## src/rtl/tl_pkg.sv

```systemverilog
// -----------------------------------------------------------------------------
// tl_pkg
// Shared transaction-layer constants and types. The FIFO and router blocks
// import these so that channel count, payload width and the destination field
// stay consistent across the layer.
//   TL_DATA_W  : default payload width
//   TL_N_CH    : default number of input/output channels
//   TL_DEST_W  : destination / source index width for TL_N_CH channels
//   tl_dest_t  : destination field type
// -----------------------------------------------------------------------------
package tl_pkg;

    localparam int TL_DATA_W = 8;
    localparam int TL_N_CH   = 4;
    localparam int TL_DEST_W = $clog2(TL_N_CH);

    typedef logic [TL_DEST_W-1:0] tl_dest_t;

endpackage

```

## src/rtl/rr_pick.sv

```systemverilog
// -----------------------------------------------------------------------------
// rr_pick
// Round-robin priority search. Returns the first set bit of 'eligible' found
// when scanning ptr, ptr+1, ... with wrap-around modulo N.
//   eligible : per-channel request vector
//   ptr      : channel with highest priority this cycle (0..N-1)
//   grant    : one-hot grant, all zero when nothing is eligible
//   valid    : at least one channel eligible
//   idx      : index of the granted channel
// -----------------------------------------------------------------------------
module rr_pick
    import tl_pkg::*;
#(
    parameter int N     = TL_N_CH,
    parameter int IDX_W = $clog2(N)
) (
    input  logic [N-1:0]     eligible,
    input  logic [IDX_W-1:0] ptr,
    output logic [N-1:0]     grant,
    output logic             valid,
    output logic [IDX_W-1:0] idx
);

    localparam logic [IDX_W:0] N_X = (IDX_W+1)'(N);

    logic [N-1:0]     rot;
    logic [IDX_W-1:0] off;
    logic [IDX_W:0]   sum;

    always_comb begin
        // Shifting the doubled vector right by ptr puts channel ptr at bit 0
        // and brings the wrapped channels in above it.
        rot   = N'({eligible, eligible} >> ptr);
        valid = 1'b0;
        off   = '0;
        // Scan downwards so the lowest set bit is the one left standing.
        for (int k = N - 1; k >= 0; k--) begin
            if (rot[k]) begin
                valid = 1'b1;
                off   = IDX_W'(k);
            end
        end
        sum = {1'b0, ptr} + {1'b0, off};
        if (sum >= N_X) begin
            sum = sum - N_X;
        end
        idx   = sum[IDX_W-1:0];
        grant = valid ? (N'(1) << idx) : '0;
    end

endmodule

```

## src/rtl/arbitro_rr.sv

```systemverilog
// -----------------------------------------------------------------------------
// arbitro_rr
// Round-robin arbiter/router between transaction-layer input and output FIFOs.
// Each cycle at most one non-empty input whose destination can accept data is
// popped; its word is pushed one cycle later to the output named by its
// destination field. Words with an out-of-range destination are dropped and
// flagged on dest_err.
//   clk, reset_L : clock, asynchronous active-low reset
//   arb_en       : 0 suppresses grants; pointer and output lanes hold
//   in_data      : head word per input, lane i at [i*DATA_W +: DATA_W]
//   in_dest      : destination of each head word
//   in_empty     : input FIFO empty flags
//   out_full     : output FIFO almost-full flags (one slot still free)
//   in_pop       : combinational one-hot pop to the inputs
//   out_push     : registered one-hot push to the outputs
//   out_data     : registered payload per output lane
//   out_src      : registered source index per output lane
//   dest_err     : registered pulse when a word with a bad destination is dropped
// -----------------------------------------------------------------------------
module arbitro_rr
    import tl_pkg::*;
#(
    parameter int N_CH   = TL_N_CH,
    parameter int DATA_W = TL_DATA_W,
    parameter int DEST_W = $clog2(N_CH)
) (
    input  logic                     clk,
    input  logic                     reset_L,
    input  logic                     arb_en,
    input  logic [N_CH*DATA_W-1:0]   in_data,
    input  logic [N_CH*DEST_W-1:0]   in_dest,
    input  logic [N_CH-1:0]          in_empty,
    input  logic [N_CH-1:0]          out_full,
    output logic [N_CH-1:0]          in_pop,
    output logic [N_CH-1:0]          out_push,
    output logic [N_CH*DATA_W-1:0]   out_data,
    output logic [N_CH*DEST_W-1:0]   out_src,
    output logic                     dest_err
);

    localparam logic [DEST_W:0]   N_CH_X  = (DEST_W+1)'(N_CH);
    localparam logic [DEST_W-1:0] LAST_CH = DEST_W'(N_CH - 1);

    logic [DEST_W-1:0] ptr;
    logic [DEST_W-1:0] dest_of [N_CH];
    logic [N_CH-1:0]   dest_ok;
    logic [N_CH-1:0]   tgt_full;
    logic [N_CH-1:0]   elig;
    logic [N_CH-1:0]   grant;
    logic              pick_valid;
    logic [DEST_W-1:0] pick_idx;
    logic [DATA_W-1:0] g_data;
    logic [DEST_W-1:0] g_dest;
    logic              g_dest_ok;

    // Eligibility. A bad destination only needs a non-empty input so the word
    // can be drained; a good one also needs room at its output.
    always_comb begin
        dest_ok  = '0;
        tgt_full = '0;
        elig     = '0;
        for (int i = 0; i < N_CH; i++) begin
            dest_of[i] = in_dest[i*DEST_W +: DEST_W];
            dest_ok[i] = ({1'b0, dest_of[i]} < N_CH_X);
            for (int d = 0; d < N_CH; d++) begin
                if (dest_of[i] == DEST_W'(d)) begin
                    tgt_full[i] = out_full[d];
                end
            end
            elig[i] = arb_en & ~in_empty[i] & (~dest_ok[i] | ~tgt_full[i]);
        end
    end

    rr_pick #(
        .N     (N_CH),
        .IDX_W (DEST_W)
    ) u_pick (
        .eligible (elig),
        .ptr      (ptr),
        .grant    (grant),
        .valid    (pick_valid),
        .idx      (pick_idx)
    );

    assign in_pop = reset_L ? grant : '0;

    always_comb begin
        g_data    = '0;
        g_dest    = '0;
        g_dest_ok = 1'b0;
        for (int i = 0; i < N_CH; i++) begin
            if (grant[i]) begin
                g_data    = in_data[i*DATA_W +: DATA_W];
                g_dest    = dest_of[i];
                g_dest_ok = dest_ok[i];
            end
        end
    end

    always_ff @(posedge clk or negedge reset_L) begin
        if (!reset_L) begin
            ptr      <= '0;
            out_push <= '0;
            out_data <= '0;
            out_src  <= '0;
            dest_err <= 1'b0;
        end else begin
            out_push <= '0;
            dest_err <= 1'b0;
            if (pick_valid) begin
                // Explicit wrap: N_CH need not be a power of two.
                ptr <= (pick_idx == LAST_CH) ? '0 : pick_idx + DEST_W'(1);
                if (g_dest_ok) begin
                    for (int d = 0; d < N_CH; d++) begin
                        if (g_dest == DEST_W'(d)) begin
                            out_push[d]                   <= 1'b1;
                            out_data[d*DATA_W +: DATA_W] <= g_data;
                            out_src[d*DEST_W +: DEST_W]  <= pick_idx;
                        end
                    end
                end else begin
                    dest_err <= 1'b1;
                end
            end
        end
    end

endmodule

```

## config.mk

```make
export PLATFORM = sky130hd
export DESIGN_NAME = arbitro_rr
export DESIGN_NICKNAME = d
export VERILOG_FILES = /design/src/rtl/tl_pkg.sv /design/src/rtl/rr_pick.sv /design/src/rtl/arbitro_rr.sv
export SDC_FILE = /design/constraint.sdc
export NUM_CORES = 1
export LEC_CHECK = 0
export CAP_MARGIN = 20
export CORE_ASPECT_RATIO = 0.7
export CORE_MARGIN = 4
export CORE_UTILIZATION = 48
export DETAILED_ROUTE_END_ITERATION = 12
export PLACE_DENSITY = 0.86
export SYNTH_ARGS = -nofsm -noshare
export SYNTH_HDL_FRONTEND = slang
export SYNTH_SLANG_ARGS = --single-unit
```

## constraint.sdc

```tcl
create_clock -name clk -period 11.6 [get_ports clk]
set_input_delay 2.32 -clock clk [delete_from_list [all_inputs] [get_ports clk]]
set_output_delay 2.32 -clock clk [all_outputs]
set_load 0.03 [all_outputs]
```

# Word level (Yosys, flattened, before mapping)
# Cells that the tools add are included.
# totals
in_bits,51
output_inout_bits,49
word_cells,106
regBits,47
# classes
muxes,48
reduce_logical,9
n_addsub,3
n_shift,2
n_bitwise,16
magnitude_cmp,1
eq_ne,16
# op_table
cell,n
2-to-1 mux 8 bit,4
2-to-1 mux 1 bit,30
"equality test 2 bit, second input constant",11
2-to-1 mux 2 bit,10
2-to-1 mux 4 bit,4
AND reduction 3 bit,4
"equality test 2 x 1 -> 1 bit, second input constant",5
logical NOT 2 bit,5
AND 1 bit,8
inverter 1 bit,8
right shift 8 x 2 -> 4 bit,1
"left shift 1 x 2 -> 4 bit, first input constant",1
adder 2 x 2 -> 3 bit,1
"greater-or-equal comparator 3 bit, second input constant",1
"adder 2 x 1 -> 2 bit, second input constant",1
"subtractor 2 x 1 -> 2 bit, second input constant",1

# Longest topological paths before layout
# depth
word_depth,25
depth_mapped,17
mapped_depth_nobuf,16

# Modules after synthesis
# Synthesis repeated with hierarchy kept, for this count alone.
# hier_totals
cells_unflattened,212
hier_area_um2,2555.0
# by_module_without_submodules
module,instances,seq_area_each_um2,cells_per_inst,area_each_um2
arbitro_rr,1,1176.1,174,2284.7
rr_pick,1,0.0,38,270.3

# Worst setup path after synthesis
# No wires, ideal clock.
# synth_path
path_kind,in2out
startpoint,input port in_dest[6]
endpoint,output port in_pop[3]
setup_slack_ns,4.214
required_ns,9.280
cell_stages,11
t_arrival_ns,5.066
path_buffers,2
cell_sequence,mux4_2 -> nor2_4 -> nor2_1 -> mux2i_1 -> o31a_1 -> ha_1 -> xor2_2 -> ha_1 -> clkbuf_1 -> clkbuf_1 -> and3_2
# synth_via
elab_chain_len,18
elab_cells_between_ends,26
cone_classes,add/sub: 2; order compare: 1; eq/ne: 3; shift: 2; mux: 15; bitwise: 2; reduce/logical: 1
# synth_lines
element,line_no,rtl
start: declaration,arbitro_rr.sv:31,"input logic [N_CH*DEST_W-1:0] in_dest,"
logical NOT 2 bit,arbitro_rr.sv:66,if (dest_of[i] == DEST_W'(d)) begin
2-to-1 mux 1 bit (3 in a row),arbitro_rr.sv:66,
2-to-1 mux 1 bit (*),arbitro_rr.sv:66,
inverter 1 bit (*),arbitro_rr.sv:70,elig[i] = arb_en & ~in_empty[i] & (~dest_ok[i] | ~tgt_full[i]);
AND 1 bit (*),arbitro_rr.sv:70,
right shift 8 x 2 -> 4 bit (*),rr_pick.sv:33,"rot = N'({eligible, eligible} >> ptr);"
2-to-1 mux 2 bit (3 in a row),rr_pick.sv:38,if (rot[k]) begin
2-to-1 mux 2 bit (*),rr_pick.sv:38,
adder 2 x 2 -> 3 bit (*),rr_pick.sv:43,"sum = {1'b0, ptr} + {1'b0, off};"
greater-or-equal comparator 3 bit or subtractor 2 x 1 -> 2 bit (tied branches),"rr_pick.sv:44, rr_pick.sv:45",
2-to-1 mux 2 bit (*),rr_pick.sv:44,if (sum >= N_X) begin
via pick_idx[1],arbitro_rr.sv:51,logic [DEST_W-1:0] pick_idx;
left shift 1 x 2 -> 4 bit (*),rr_pick.sv:48,grant = valid ? (N'(1) << idx) : '0;
2-to-1 mux 4 bit (*),rr_pick.sv:48,
2-to-1 mux 4 bit (*),arbitro_rr.sv:85,assign in_pop = reset_L ? grant : '0;
end: declaration,arbitro_rr.sv:34,"output logic [N_CH-1:0] in_pop,"
# The timed path passes the listed nets; every way through them passes the cells marked *.

# Worst setup path after layout
# Ends and elaborated chain as after synthesis.

==> run_results.csv <==
group,metric,value,unit
clocking,cts_tree,"yes",
timing,period_minus_slack,8620,ps
global_route,antenna_found_initial,0,
timing,fin_tns_setup,0,ps
floorplanning,initial_utilization,0.4995,
drt,drtIter0Drc,86,
layout,synthToLayoutAreaGrowth,41.66,%
clocking,cts_resized,0,
worst_setup_path,critPathMaxStageDelay,680,ps
synth,synth_common_cells,"47 x dfrtp_1, 27 x mux2_2, 14 x nor2_1",
worst_hold_path,hold_depth,1,
clocking,clock-sinks,47,
synth,synth_xor_area_frac,0.006161,
clocking,cts_hold_buffers,0,
placement,dpl-instance-area,3651,um2
synth,synth_top_family_by_area,"multiplexers",
synth,synthCells,223,
worst_setup_path,crit_family,"buffers and inverters",
timing,timing.fmax,116.0,MHz
synth,synth_edf_count,0,
layout,drive_above_1_share,0.1969,
placement,port_buffers,99,
clocking,clk_latency,290,ps
placement,gp_congestion,0.8658,
synth,synth_compound_area_frac,0.1294,
worst_hold_path,hold_path_class,"reg2reg",
synth,ys_seq_elements,47,
timing,worst_pin_slew,949.6,ps
worst_setup_path,cp.required,9280,ps
global_route,overflow,0,
timing,fin_skew,4.008,ps
floorplanning,die_w,96.64,um
synth,synth_ff_type,"dfrtp_1",
timing,slew_headroom,0.3635,
timing,drv_slew,0,
worst_setup_path,path_cells,"clkdlybuf4s50_1 -> mux4_2 -> nor2_4 -> mux2i_1 -> nor2b_1 -> o31a_1 -> ha_1 -> xor2_2 -> ha_1 -> and3_2 -> clkdlybuf4s50_1",
synth,async_flop_share,1.000,
drt,vias,2129,
pwr,irDropWorstVdd,0.0001565,V
synth,synth_area_leader_cell,"dfrtp_1",
worst_setup_path,reg2regPathDepth,15,
pwr,p_leak,0.001630,uW
synth,synth_most_common_cell,"dfrtp_1",
worst_setup_path,critical_path_buf_inv_count,2,
synth,synth-simple-area-share,0.1336,
worst_setup_path,path_class,"in2out",
layout,nets,375,
drt,avgRoutedWirePerCell,16.95,um
clocking,post_cts_buffers,0,
worst_setup_path,endpoint_kind,"output port",
drt,dr.pass1.iters,5,
placement,pre_cts_ws,3028,ps
global_route,grt_usage,0.1892,
synth,synthMuxAreaShare,0.2227,
worst_setup_path,start_kind,"input pin",
synth,yosysTopAreaCellShare,0.4455,
synth,synthTopCellsByArea,"dfrtp_1 45%, mux2_2 12%, mux2_4 5.1%",
clocking,clockBufferDepth,2,
synth,syn_avg_cell_area,11.84,um2
layout,final_area,3740,um2
floorplanning,coreArea,5285,um2
placement,place_hpwl,5015,um
layout,antenna_cells,0,
synth,syn_area,2640,um2
timing,fin_crit_sh,0.7431,
floorplanning,die-height,70.05,um
timing,whs,510.0,ps
synth,synthAdderAreaFrac,0.02370,
run_status,outcome,"completed",
floorplanning,rows,22,
worst_setup_path,crit_path_top_delay_cell,"ha_1",
worst_setup_path,cp_num_cells,11,
timing,hold_viol_final,0,
drt,drt_wl_total,6646,um
drt,ant_nets,0,
worst_setup_path,cp.arrival,6300,ps
timing,fin_ws,2980,ps
timing,final-setup-viol-count,0,
worst_setup_path,critPathMaxFanout,22,
global_route,grt_start_max_net_pins,52,
drt,remaining_drc_errors,0,
floorplanning,die-area,6770,um2
synth,ys_types,45,
job,maxCapViolations,0,
clocking,numCtsBuffers,5,
global_route,grt_pass1_vias,2076,
clocking,h-tree-depth,2,
global_route,grt_pass1_wl,10510,um
clocking,clkTransAtPathRegs,80,ps
floorplanning,num_io_pins,100,
timing,rsz0062_at_grt,"false",
drt,via_per_inst,5.431,
synth,yosys_warnings,0,
clocking,cts-root-buf,"clkbuf_8",
synth,synth.net_count,279,
synth,synth-seq-area-share,0.4455,
pwr,p_per_area,274.0,nW/um2
## metal layers
metal,part of all wire,GRT usage,up-vias
li1,-,-,1007
met1,0.47,0.2683,1043
met2,0.47,0.3005,75
met3,0.057,0.05289,4
met4,0.0032,0.01869,0
met5,0,0,-
## final timing paths
check | from | end | slack (ps)
min in group asynchronous | reset_L | out_data[30] | 2130
hold reg to reg | out_data[10] | out_data[10] | 510
hold / removal | out_data[10] | out_data[10] | 510
setup reg to reg | ptr[0] | out_data[25] | 7120
max in group asynchronous | reset_L | out_push[2] | 9050
setup / recovery | in_dest[6] | in_pop[3] | 2980
## cell families after synthesis
logic type                 Yosys count
adders and majority gates            5
DFF                                 47
muxes                               48
AOI/OAI and AO/OA                   42
and+or+nand+nor                     61
xor gates and xnor gates             1
buffers and inverters               19
## per-stage QoR
step	total power, uW	std cells	utilization
finish	1025	392	0.7076
global route	1088	392	0.7076
CTS	1030	392	0.7076
detailed placement	931.1	384	0.6908
global placement	916.2	384	0.6908
floorplan	715.2	223	-
## state kept, by name, summed over array words and instances (netlist names)
signal and flops:
ptr 2, out_data 32, out_push 4, out_src 8, dest_err 1
## cell usage in the layout, fill, tap and decap left out, drive strengths merged, types with 2 or more instances in the layout
cell type | synthesis | layout
a221oi | 10 | 10
nor2 | 17 | 17
mux4 | 2 | 2
clkbuf | 5 | 5
o21ai | 6 | 6
buf | 6 | 2
nor2b | 11 | 11
clkinvlp | 0 | 2
nand2 | 8 | 8
mux2 | 39 | 39
nor3b | 3 | 3
o31a | 2 | 2
clkdlybuf4s50 | 0 | 98
and3b | 2 | 2
ha | 5 | 5
a21oi | 12 | 12
a22o | 4 | 4
and3 | 4 | 4
and2b | 2 | 2
dfrtp | 47 | 47
nor3 | 10 | 10
mux2i | 7 | 7
inv | 8 | 8
o41ai | 2 | 2
## final cells by class
type / count / area, um2
Fill cell: 399 / 1545
Multi-Input combinational cell: 157 / 1361
Sequential cell: 47 / 1176
Timing Repair Buffer: 100 / 993.5
Tap cell: 72 / 90.09
Clock buffer: 5 / 68.82
Inverter: 8 / 30.03
Clock inverter: 3 / 20.02
## power breakdown
group,total [uW],switching (uW),internal (uW)
clock,95.2,53.3,41.9
combinational,657,365,292
sequential,272,43.4,229
total,1020,462,563
No activity file was read; power rests on OpenSTA's default activity.
